**config.mk**
```make
export PLATFORM = sky130hd
export DESIGN_NAME = knightrider_monitor_flat
export DESIGN_NICKNAME = d
export VERILOG_FILES = /design/src/rtl/knightrider_monitor_if.sv /design/src/rtl/knightrider_monitor.sv /design/src/flat_wrapper.sv
export SDC_FILE = /design/constraint.sdc
export NUM_CORES = 1
export LEC_CHECK = 0
export CAP_MARGIN = 0
export CORE_AREA = 2 2 60 62
export DETAILED_ROUTE_END_ITERATION = 12
export DIE_AREA = 0 0 62 64
export GPL_ROUTABILITY_DRIVEN = 0
export PLACE_DENSITY = 0.8
export SETUP_SLACK_MARGIN = 0.05
export SLEW_MARGIN = 20
export SYNTH_ARGS = -nofsm -noshare
export SYNTH_HDL_FRONTEND = slang
export SYNTH_SLANG_ARGS = --single-unit
```
**constraint.sdc**
```tcl
create_clock -name clk -period 5.1 [get_ports clk]
set_input_delay 1.02 -clock clk [delete_from_list [all_inputs] [get_ports clk]]
set_output_delay 1.02 -clock clk [all_outputs]
set_load 0.02 [all_outputs]
```
**src/rtl/knightrider_monitor_if.sv**
```systemverilog
// LED bus between the Knight Rider sweep generator and its receive-side monitor.
// The generator side drives en/clr/leds; the monitor reports what it recovered.
interface knightrider_monitor_if #(
    parameter int N     = 8,
    parameter int CNT_W = 8
);
    localparam int POS_W = $clog2(N);

    logic             en;
    logic             clr;
    logic [N-1:0]     leds;
    logic [POS_W-1:0] pos;
    logic             pos_valid;
    logic             dir;
    logic             err;
    logic [1:0]       err_code;
    logic [CNT_W-1:0] sweep_cnt;

    modport master (
        output en, clr, leds,
        input  pos, pos_valid, dir, err, err_code, sweep_cnt
    );

    modport slave (
        input  en, clr, leds,
        output pos, pos_valid, dir, err, err_code, sweep_cnt
    );
endinterface

```
**src/rtl/knightrider_monitor.sv**
```systemverilog
// Knight Rider LED bus checker: recovers position/direction from the one-hot
// word, enforces the single-step bounce policy and counts end arrivals.
module knightrider_monitor #(
    parameter int N     = 8,
    parameter int CNT_W = 8
) (
    input  logic                  clk,
    input  logic                  arst,
    knightrider_monitor_if.slave  bus
);
    localparam int POS_W = $clog2(N);
    localparam logic [POS_W-1:0] P_ONE  = POS_W'(1);
    localparam logic [POS_W-1:0] P_LAST = POS_W'(N - 1);
    localparam logic [N-1:0]     L_ONE  = N'(1);
    localparam logic [CNT_W-1:0] C_ONE  = CNT_W'(1);

    typedef enum logic [1:0] {IDLE, SYNC, TRACK, FAULT} state_t;

    state_t           state_q, state_d;
    logic [POS_W-1:0] pos_q, pos_d;
    logic             pos_valid_q, pos_valid_d;
    logic             dir_q, dir_d;
    logic             err_q, err_d;
    logic [1:0]       err_code_q, err_code_d;
    logic [CNT_W-1:0] cnt_q, cnt_d;

    logic [POS_W-1:0] idx;
    logic             onehot;
    logic [POS_W-1:0] exp_pos;
    logic             exp_dir;
    logic             sync_ok;

    always_comb begin
        idx = '0;
        for (int i = 0; i < N; i++) begin
            if (bus.leds[i]) idx = idx | POS_W'(i);
        end
        onehot = (bus.leds != '0) &&
                 ((bus.leds & (bus.leds - L_ONE)) == '0);
    end

    // Bounce policy: the ends force a reversal, elsewhere keep going.
    always_comb begin
        exp_pos = '0;
        exp_dir = dir_q;
        if (pos_q == P_LAST) begin
            exp_pos = P_LAST - P_ONE;
            exp_dir = 1'b0;
        end else if (pos_q == '0) begin
            exp_pos = P_ONE;
            exp_dir = 1'b1;
        end else begin
            exp_pos = dir_q ? pos_q + P_ONE : pos_q - P_ONE;
        end
        sync_ok = ((pos_q != P_LAST) && (idx == pos_q + P_ONE)) ||
                  ((pos_q != '0) && (idx == pos_q - P_ONE));
    end

    always_comb begin
        state_d     = state_q;
        pos_d       = pos_q;
        pos_valid_d = pos_valid_q;
        dir_d       = dir_q;
        err_d       = err_q;
        err_code_d  = err_code_q;
        cnt_d       = cnt_q;
        if (bus.clr) begin
            state_d     = IDLE;
            pos_valid_d = 1'b0;
            err_d       = 1'b0;
            err_code_d  = 2'b00;
            cnt_d       = '0;
        end else if (bus.en) begin
            unique case (state_q)
                IDLE: begin
                    if (onehot) begin
                        pos_d       = idx;
                        pos_valid_d = 1'b1;
                        state_d     = SYNC;
                    end else begin
                        err_d      = 1'b1;
                        err_code_d = 2'b01;
                        state_d    = FAULT;
                    end
                end
                SYNC, TRACK: begin
                    if (!onehot) begin
                        err_d       = 1'b1;
                        err_code_d  = 2'b01;
                        pos_valid_d = 1'b0;
                        state_d     = FAULT;
                    end else if (state_q == SYNC && sync_ok) begin
                        pos_d   = idx;
                        dir_d   = idx > pos_q;
                        state_d = TRACK;
                    end else if (state_q == TRACK && idx == exp_pos) begin
                        pos_d = idx;
                        dir_d = exp_dir;
                        if ((idx == '0 || idx == P_LAST) && cnt_q != '1)
                            cnt_d = cnt_q + C_ONE;
                    end else begin
                        err_d       = 1'b1;
                        err_code_d  = 2'b10;
                        pos_valid_d = 1'b0;
                        state_d     = FAULT;
                    end
                end
                FAULT: begin
                    state_d = FAULT;
                end
                default: state_d = IDLE;
            endcase
        end
    end

    always_ff @(posedge clk or posedge arst) begin
        if (arst) begin
            state_q     <= IDLE;
            pos_q       <= '0;
            pos_valid_q <= 1'b0;
            dir_q       <= 1'b0;
            err_q       <= 1'b0;
            err_code_q  <= 2'b00;
            cnt_q       <= '0;
        end else begin
            state_q     <= state_d;
            pos_q       <= pos_d;
            pos_valid_q <= pos_valid_d;
            dir_q       <= dir_d;
            err_q       <= err_d;
            err_code_q  <= err_code_d;
            cnt_q       <= cnt_d;
        end
    end

    assign bus.pos       = pos_q;
    assign bus.pos_valid = pos_valid_q;
    assign bus.dir       = dir_q;
    assign bus.err       = err_q;
    assign bus.err_code  = err_code_q;
    assign bus.sweep_cnt = cnt_q;
endmodule

```
**src/flat_wrapper.sv**
```systemverilog
// flat-port wrapper written by rule: the top's interface ports become plain ports
module knightrider_monitor_flat 
#(
    parameter int N     = 8,
    parameter int CNT_W = 8
)
  (clk, arst, bus_en, bus_clr, bus_leds, bus_pos, bus_pos_valid, bus_dir, bus_err, bus_err_code, bus_sweep_cnt);
  knightrider_monitor_if #(.N(N), .CNT_W(CNT_W)) bus_i ();
  input  logic clk;
  input  logic arst;
  input wire logic [$bits(bus_i.en)-1:0] bus_en;
  input wire logic [$bits(bus_i.clr)-1:0] bus_clr;
  input wire logic [$bits(bus_i.leds)-1:0] bus_leds;
  output wire logic [$bits(bus_i.pos)-1:0] bus_pos;
  output wire logic [$bits(bus_i.pos_valid)-1:0] bus_pos_valid;
  output wire logic [$bits(bus_i.dir)-1:0] bus_dir;
  output wire logic [$bits(bus_i.err)-1:0] bus_err;
  output wire logic [$bits(bus_i.err_code)-1:0] bus_err_code;
  output wire logic [$bits(bus_i.sweep_cnt)-1:0] bus_sweep_cnt;
  assign bus_i.en = bus_en;
  assign bus_i.clr = bus_clr;
  assign bus_i.leds = bus_leds;
  assign bus_pos = bus_i.pos;
  assign bus_pos_valid = bus_i.pos_valid;
  assign bus_dir = bus_i.dir;
  assign bus_err = bus_i.err;
  assign bus_err_code = bus_i.err_code;
  assign bus_sweep_cnt = bus_i.sweep_cnt;
  knightrider_monitor #(.N(N), .CNT_W(CNT_W)) u_core (.clk(clk), .arst(arst), .bus(bus_i));
endmodule
```
**Word level (Yosys, flattened, before mapping)**

Index checks and enable logic that the tools add are counted.

- Memories kept: 0
- Bits in read-only memories: 0
- Register bits: 18
- Memory bits (writable): 0
- Bits of input ports: 12
- Latch bits: 0

- Reduce and logical (&&, ||, !) cells: 30
- Shift operators: 0
- $mul: 0
- Muxes and demuxes: 54
- Add/sub/neg operators: 4
- Bitwise operators: 2
- Equality and inequality tests: 19
- Magnitude comparators: 1
- Divide/modulo/power cells: 0

Operator list:

| kind | count |
|---|---|
| $mux W8 | 7 |
| $mux W3 | 11 |
| $mux W2 | 14 |
| $reduce_and A6 Y1 | 3 |
| $mux W1 | 17 |
| $reduce_bool A2 Y1 | 7 |
| $reduce_and A5 Y1 | 2 |
| $eq A3 B3 Y1 | 3 |
| $reduce_bool A3 Y1 | 3 |
| $add A8 B1 Y8 const B | 1 |
| $and A8 B8 Y8 | 1 |
| $logic_not A8 Y1 | 1 |
| $ne A4 B4 Y1 const B | 2 |
| $ne A8 B8 Y1 const B | 1 |
| $reduce_bool A8 Y1 | 1 |
| $sub A8 B1 Y8 const B | 1 |
| $eq A3 B3 Y1 const B | 2 |
| $logic_and A1 B1 Y1 | 6 |
| $logic_not A3 Y1 | 2 |
| $ne A3 B3 Y1 const B | 2 |
| $pmux W2 S3 | 1 |
| $pmux W3 S2 | 1 |
| $ne A5 B5 Y1 const B | 1 |
| $eq A2 B2 Y1 const B | 2 |
| 15 further kinds | 18 |

**Logic depth before layout (Yosys ltp)**

- Depth after elaboration: 17
- Depth in mapped cells: 10
- Gate-level depth less buffers: 9

**Worst setup path before layout**

OpenSTA, ideal clock, no wires.

- Kind: input-to-reg
- Start point: input port bus_leds[7]
- End point: register u_core.cnt_q[3], in the netlist u_core.bus.sweep_cnt[3]
- Buffers on the path: 1
- Setup time: 0.127 ns
- Setup slack: 1.998 ns
- Data arrival time: 2.975 ns
- Stages on the path: 10
- Required time: 4.973 ns
- Cell sequence: buf_6 or4_1 inv_2 ha_1 inv_1 o311ai_4 o2111ai_4 nor3_4 nand4_1 mux2_1

- Word-level cells in the longest chain between the ends: 7
- Elaborated cells between the ends (all ways): 23
- Those cells by class: add/sub (1); eq/ne (5); mux (1); bitwise (1); reduce/logical (15)

RTL lines:

| element | RTL line | RTL |
|---|---|---|
| from (decl) | flat_wrapper.sv:13 | `input wire logic [$bits(bus_i.leds)-1:0] bus_leds;` |
| parallel branches: the longest is 6 deep, another holds $sub A8 B1 Y8 | -- |  |
| $reduce_and A6 Y1 (no line) * | -- |  |
| to (signal assigned) | knightrider_monitor.sv:132 | `cnt_q <= cnt_d;` |
| to (decl) | knightrider_monitor.sv:25 | `logic [CNT_W-1:0] cnt_q, cnt_d;` |

Every way passes the cells marked *.
A chain may end at the register's enable or synchronous reset.

**Worst setup path in the final report**

- Start point: input port bus_leds[4]
- End point: register u_core.cnt_q[4], in the netlist u_core.bus.sweep_cnt[4]

- Word-level cells in the longest chain between the ends: 10
- Elaborated cells between the ends (all ways): 26
- Those cells by class: add/sub (1); eq/ne (5); mux (4); bitwise (1); reduce/logical (15)

RTL lines:

| element | RTL line | RTL |
|---|---|---|
| $mux W3 * (4 in a row) | knightrider_monitor.sv:36 | `if (bus.leds[i]) idx = idx \| POS_W'(i);` |
| via u_core.idx[2] | knightrider_monitor.sv:27 | `logic [POS_W-1:0] idx;` |
| $eq A3 B3 Y1, on equally long branches | knightrider_monitor.sv:55, knightrider_monitor.sv:56 |  |
| $logic_and A1 B1 Y1, on equally long branches | knightrider_monitor.sv:55, knightrider_monitor.sv:56 |  |
| $logic_or A1 B1 Y1 | knightrider_monitor.sv:55 | `sync_ok = ((pos_q != P_LAST) && (idx == pos_q + P_ONE)) \|\|` |
| $logic_and A1 B1 Y1 | knightrider_monitor.sv:92 | `end else if (state_q == SYNC && sync_ok) begin` |
| $ne A2 B2 Y1 (no line) | -- |  |
| $reduce_and A6 Y1 (no line) * | -- |  |

The timed path passes the listed nets; every way through them passes the cells marked *.

==> results.json <==
{
  "status": "finished, final reports clean",
  "syn-instance-count": 169,
  "synth_compound_area_share_pct": 17.73,
  "antenna_found_initial": 0,
  "grt_pass1_vias": 1347,
  "numCtsBuffers": 3,
  "synth_ff_type": "dfrtp_1",
  "grt_pass1_wl_um": 6044,
  "fin_area_sq_um": 1926,
  "setup_viol": 0,
  "initial_core_util_pct": 48.34,
  "h-tree-depth": 1,
  "drc_errors": 0,
  "cpLargestDelayFamily": "simple AND/OR/NAND/NOR gates",
  "postCtsHoldBufs": 0,
  "nets": 220,
  "finalCritPeriodShare_pct": 69.11,
  "power.density_nw_per_um2": 185.8,
  "tightest_slew_ns": 0.7104,
  "clk_pin_slew_ns": 0.12,
  "slew_headroom_pct": 52.59,
  "final_util_pct": 58.63,
  "synth_edf_count": 0,
  "yosysSeqAreaShare_pct": 28.37,
  "cts_tree": "yes",
  "drive_gt1_share_pct": 9.231,
  "portBuffers": 27,
  "n_antenna_cell": 0,
  "yosys_register_bits": 18,
  "clock_latency_ns": 0.30,
  "grt_max_degree": 20,
  "finalClockSkew_ns": 0.005688,
  "overflow": 0,
  "path_class": "input pin to register",
  "wl_per_cell_um": 15.36,
  "crit_required_ns": 5.30,
  "rsz0062_at_grt": "no",
  "yosysWarningCount": 0,
  "synth_top_family_by_area": "simple AND/OR/NAND/NOR gates",
  "grt_usage_pct": 20.08,
  "synth_nets": 193,
  "fin_ws_ns": 1.575,
  "die-area_sq_um": 3968,
  "slew_violations": 0,
  "firstDrtPassIters": 4,
  "power_mw": 0.3578,
  "yosys.area_share.simple_pct": 24.90,
  "viasPerCell": 5.755,
  "avgSynthCellArea_sq_um": 9.395,
  "drtIter0Drc": 52,
  "period_minus_slack_ns": 3.525,
  "clock_sinks": 18,
  "slowest_delay_ns": 0.53,
  "endpoint_kind": "register",
  "crit_path_start_kind": "input pin",
  "root_buffer": "clkbuf_4",
  "die_h_um": 64,
  "vias": 1387,
  "dp_slack_ns": 1.254,
  "ys_types": 56,
  "synth_fa_ha_area_share_pct": 10.09,
  "synthMuxAreaShare_pct": 5.280,
  "max_freq_ghz": 0.2837,
  "hold_class": "register to register",
  "slowest_stage": "nor4_2",
  "cts_resized": 0,
  "synth-xor-area-share_pct": 7.092,
  "io_pins": 28,
  "worstPathCellList": "clkdlybuf4s50_1 > nor4_2 > bufinv_8 > xnor2_2 > o2111a_1 > o2111ai_4 > nor4_4 > a311oi_1 > a41o_1",
  "core_sq_um": 3284,
  "power.leakage_nw": 0.8046,
  "critical_path_buf_inv_count": 2,
  "place_area_sq_um": 1889,
  "reg2reg_slack_ns": 2.16,
  "post_cts_buffers": 0,
  "hpwl_um": 2840,
  "die_w_um": 62,
  "finalHoldViolations": 0,
  "worstPathMaxFanout": 6,
  "syn_area_sq_um": 1588,
  "clock_path_buffers": 2,
  "cap_viol_max_count": 0,
  "syn_to_final_growth_pct": 21.28,
  "totalWireLength_um": 3702,
  "finalSetupTns_ns": 0,
  "ir_worst_vdd_mv": 0.07979,
  "postSynth.asyncResetShare_pct": 100.0,
  "ant_nets": 0,
  "rows": 21,
  "worstPathArrival_ns": 3.73
}
[Yosys cell counts, types with 2 or more instances]
cell type   n  area (sq um)
dfrtp_1    18         450.4
nor2_1     14         52.55
inv_1      13         48.80
ha_1       12         150.1
xnor2_1    10         87.58
a21oi_1     7         35.03
nand2_1     6         22.52
mux2i_1     5         50.05
nor3_1      5         25.02
nor4_1      5         31.28
nand3_1     4         20.02
nor2b_1     4         25.02
nor4b_1     4         35.03
o21ai_0     4         20.02
a31oi_1     3         18.77
clkbuf_1    3         11.26
a311oi_1    2         17.52
a41o_1      2         20.02
and2_1      2         12.51
and3_1      2         12.51
inv_2       2         7.510
mux2_2      2         22.52
nor4_4      2         42.54
o21ai_1     2         10.01
o31ai_1     2         15.01
or2_1       2         12.51
or3_1       2         12.51
or4_1       2         15.01
[tightest hold or removal path, stage by stage, from the launching register on]
cell	delay (ns)
dfrtp_1	0.39
inv_1	0.05
a21oi_1	0.05
[sequential cells by signal (all words and copies together) (netlist names)]
signal / flops
u_core.bus.dir: 1
u_core.bus.err: 1
u_core.bus.err_code: 2
u_core.bus.pos: 3
u_core.bus.pos_valid: 1
u_core.bus.sweep_cnt: 8
u_core.state_q: 2
[layer usage]
layer | vias to the layer above | wire, um | track usage, %
met5 | - | 0 | 0
met4 | 0 | 61 | 7.713
met3 | 8 | 146 | 3.036
met2 | 46 | 1852 | 33.20
met1 | 655 | 1641 | 25.51
li1 | 678 | - | -
[power breakdown]
| part | switching [mW] | internal [mW] |
|---|---|---|
| sequential | 0.00571 | 0.148 |
| combinational | 0.0648 | 0.0462 |
| clock | 0.0495 | 0.0435 |
[per-stage QoR]
step / hold WS (ns) / instances
4_1_cts: 0.5351 / 241
3_5_place_dp: 0.5187 / 237
5_1_grt: 0.5601 / 241
3_3_place_gp: 0.5048 / 237
2_1_floorplan: 0.5634 / 169
6_report: 0.5278 / 241
[layout make-up]
type | count | area (sq um)
Fill cell | 296 | 1359
Inverter | 17 | 77.57
Sequential cell | 18 | 450.4
Multi-Input combinational cell | 129 | 1033
Tap cell | 46 | 57.56
Timing Repair Buffer | 27 | 270.3
Clock buffer | 4 | 36.28
[path summary, 6_finish.rpt]
path	to	from	cells past startpoint
worst max-delay path	u_core.bus.sweep_cnt[4]	bus_leds[4]	9
worst min-delay path	u_core.bus.err	u_core.bus.err	2
worst max register to register	u_core.bus.sweep_cnt[4]	u_core.bus.pos[0]	9
worst min register to register	u_core.bus.err	u_core.bus.err	2
max in group asynchronous	u_core.bus.dir	arst	2
min in group asynchronous	u_core.bus.sweep_cnt[3]	arst	2
[cell usage in the layout (no fill, tap or decap), types with 3 or more instances in the layout]
| master | n |
|---|---|
| a21oi_1 | 7 |
| a31oi_1 | 3 |
| clkbuf_4 | 3 |
| clkdlybuf4s50_1 | 27 |
| dfrtp_1 | 18 |
| ha_1 | 12 |
| inv_1 | 13 |
| mux2i_1 | 5 |
| nand2_1 | 6 |
| nand3_1 | 4 |
| nor2_1 | 14 |
| nor2b_1 | 4 |
| nor3_1 | 5 |
| nor4_1 | 5 |
| nor4b_1 | 4 |
| o21ai_0 | 4 |
| xnor2_1 | 10 |
[cell families after synthesis]
group,count (synthesis)
xor gates and xnor gates,12
DFF,18
adders and majority gates,13
buffers and inverters,22
muxes,8
AOI/OAI and AO/OA,34
and+or+nand+nor,62
Note: power is estimated with default switching activity, not from simulation.
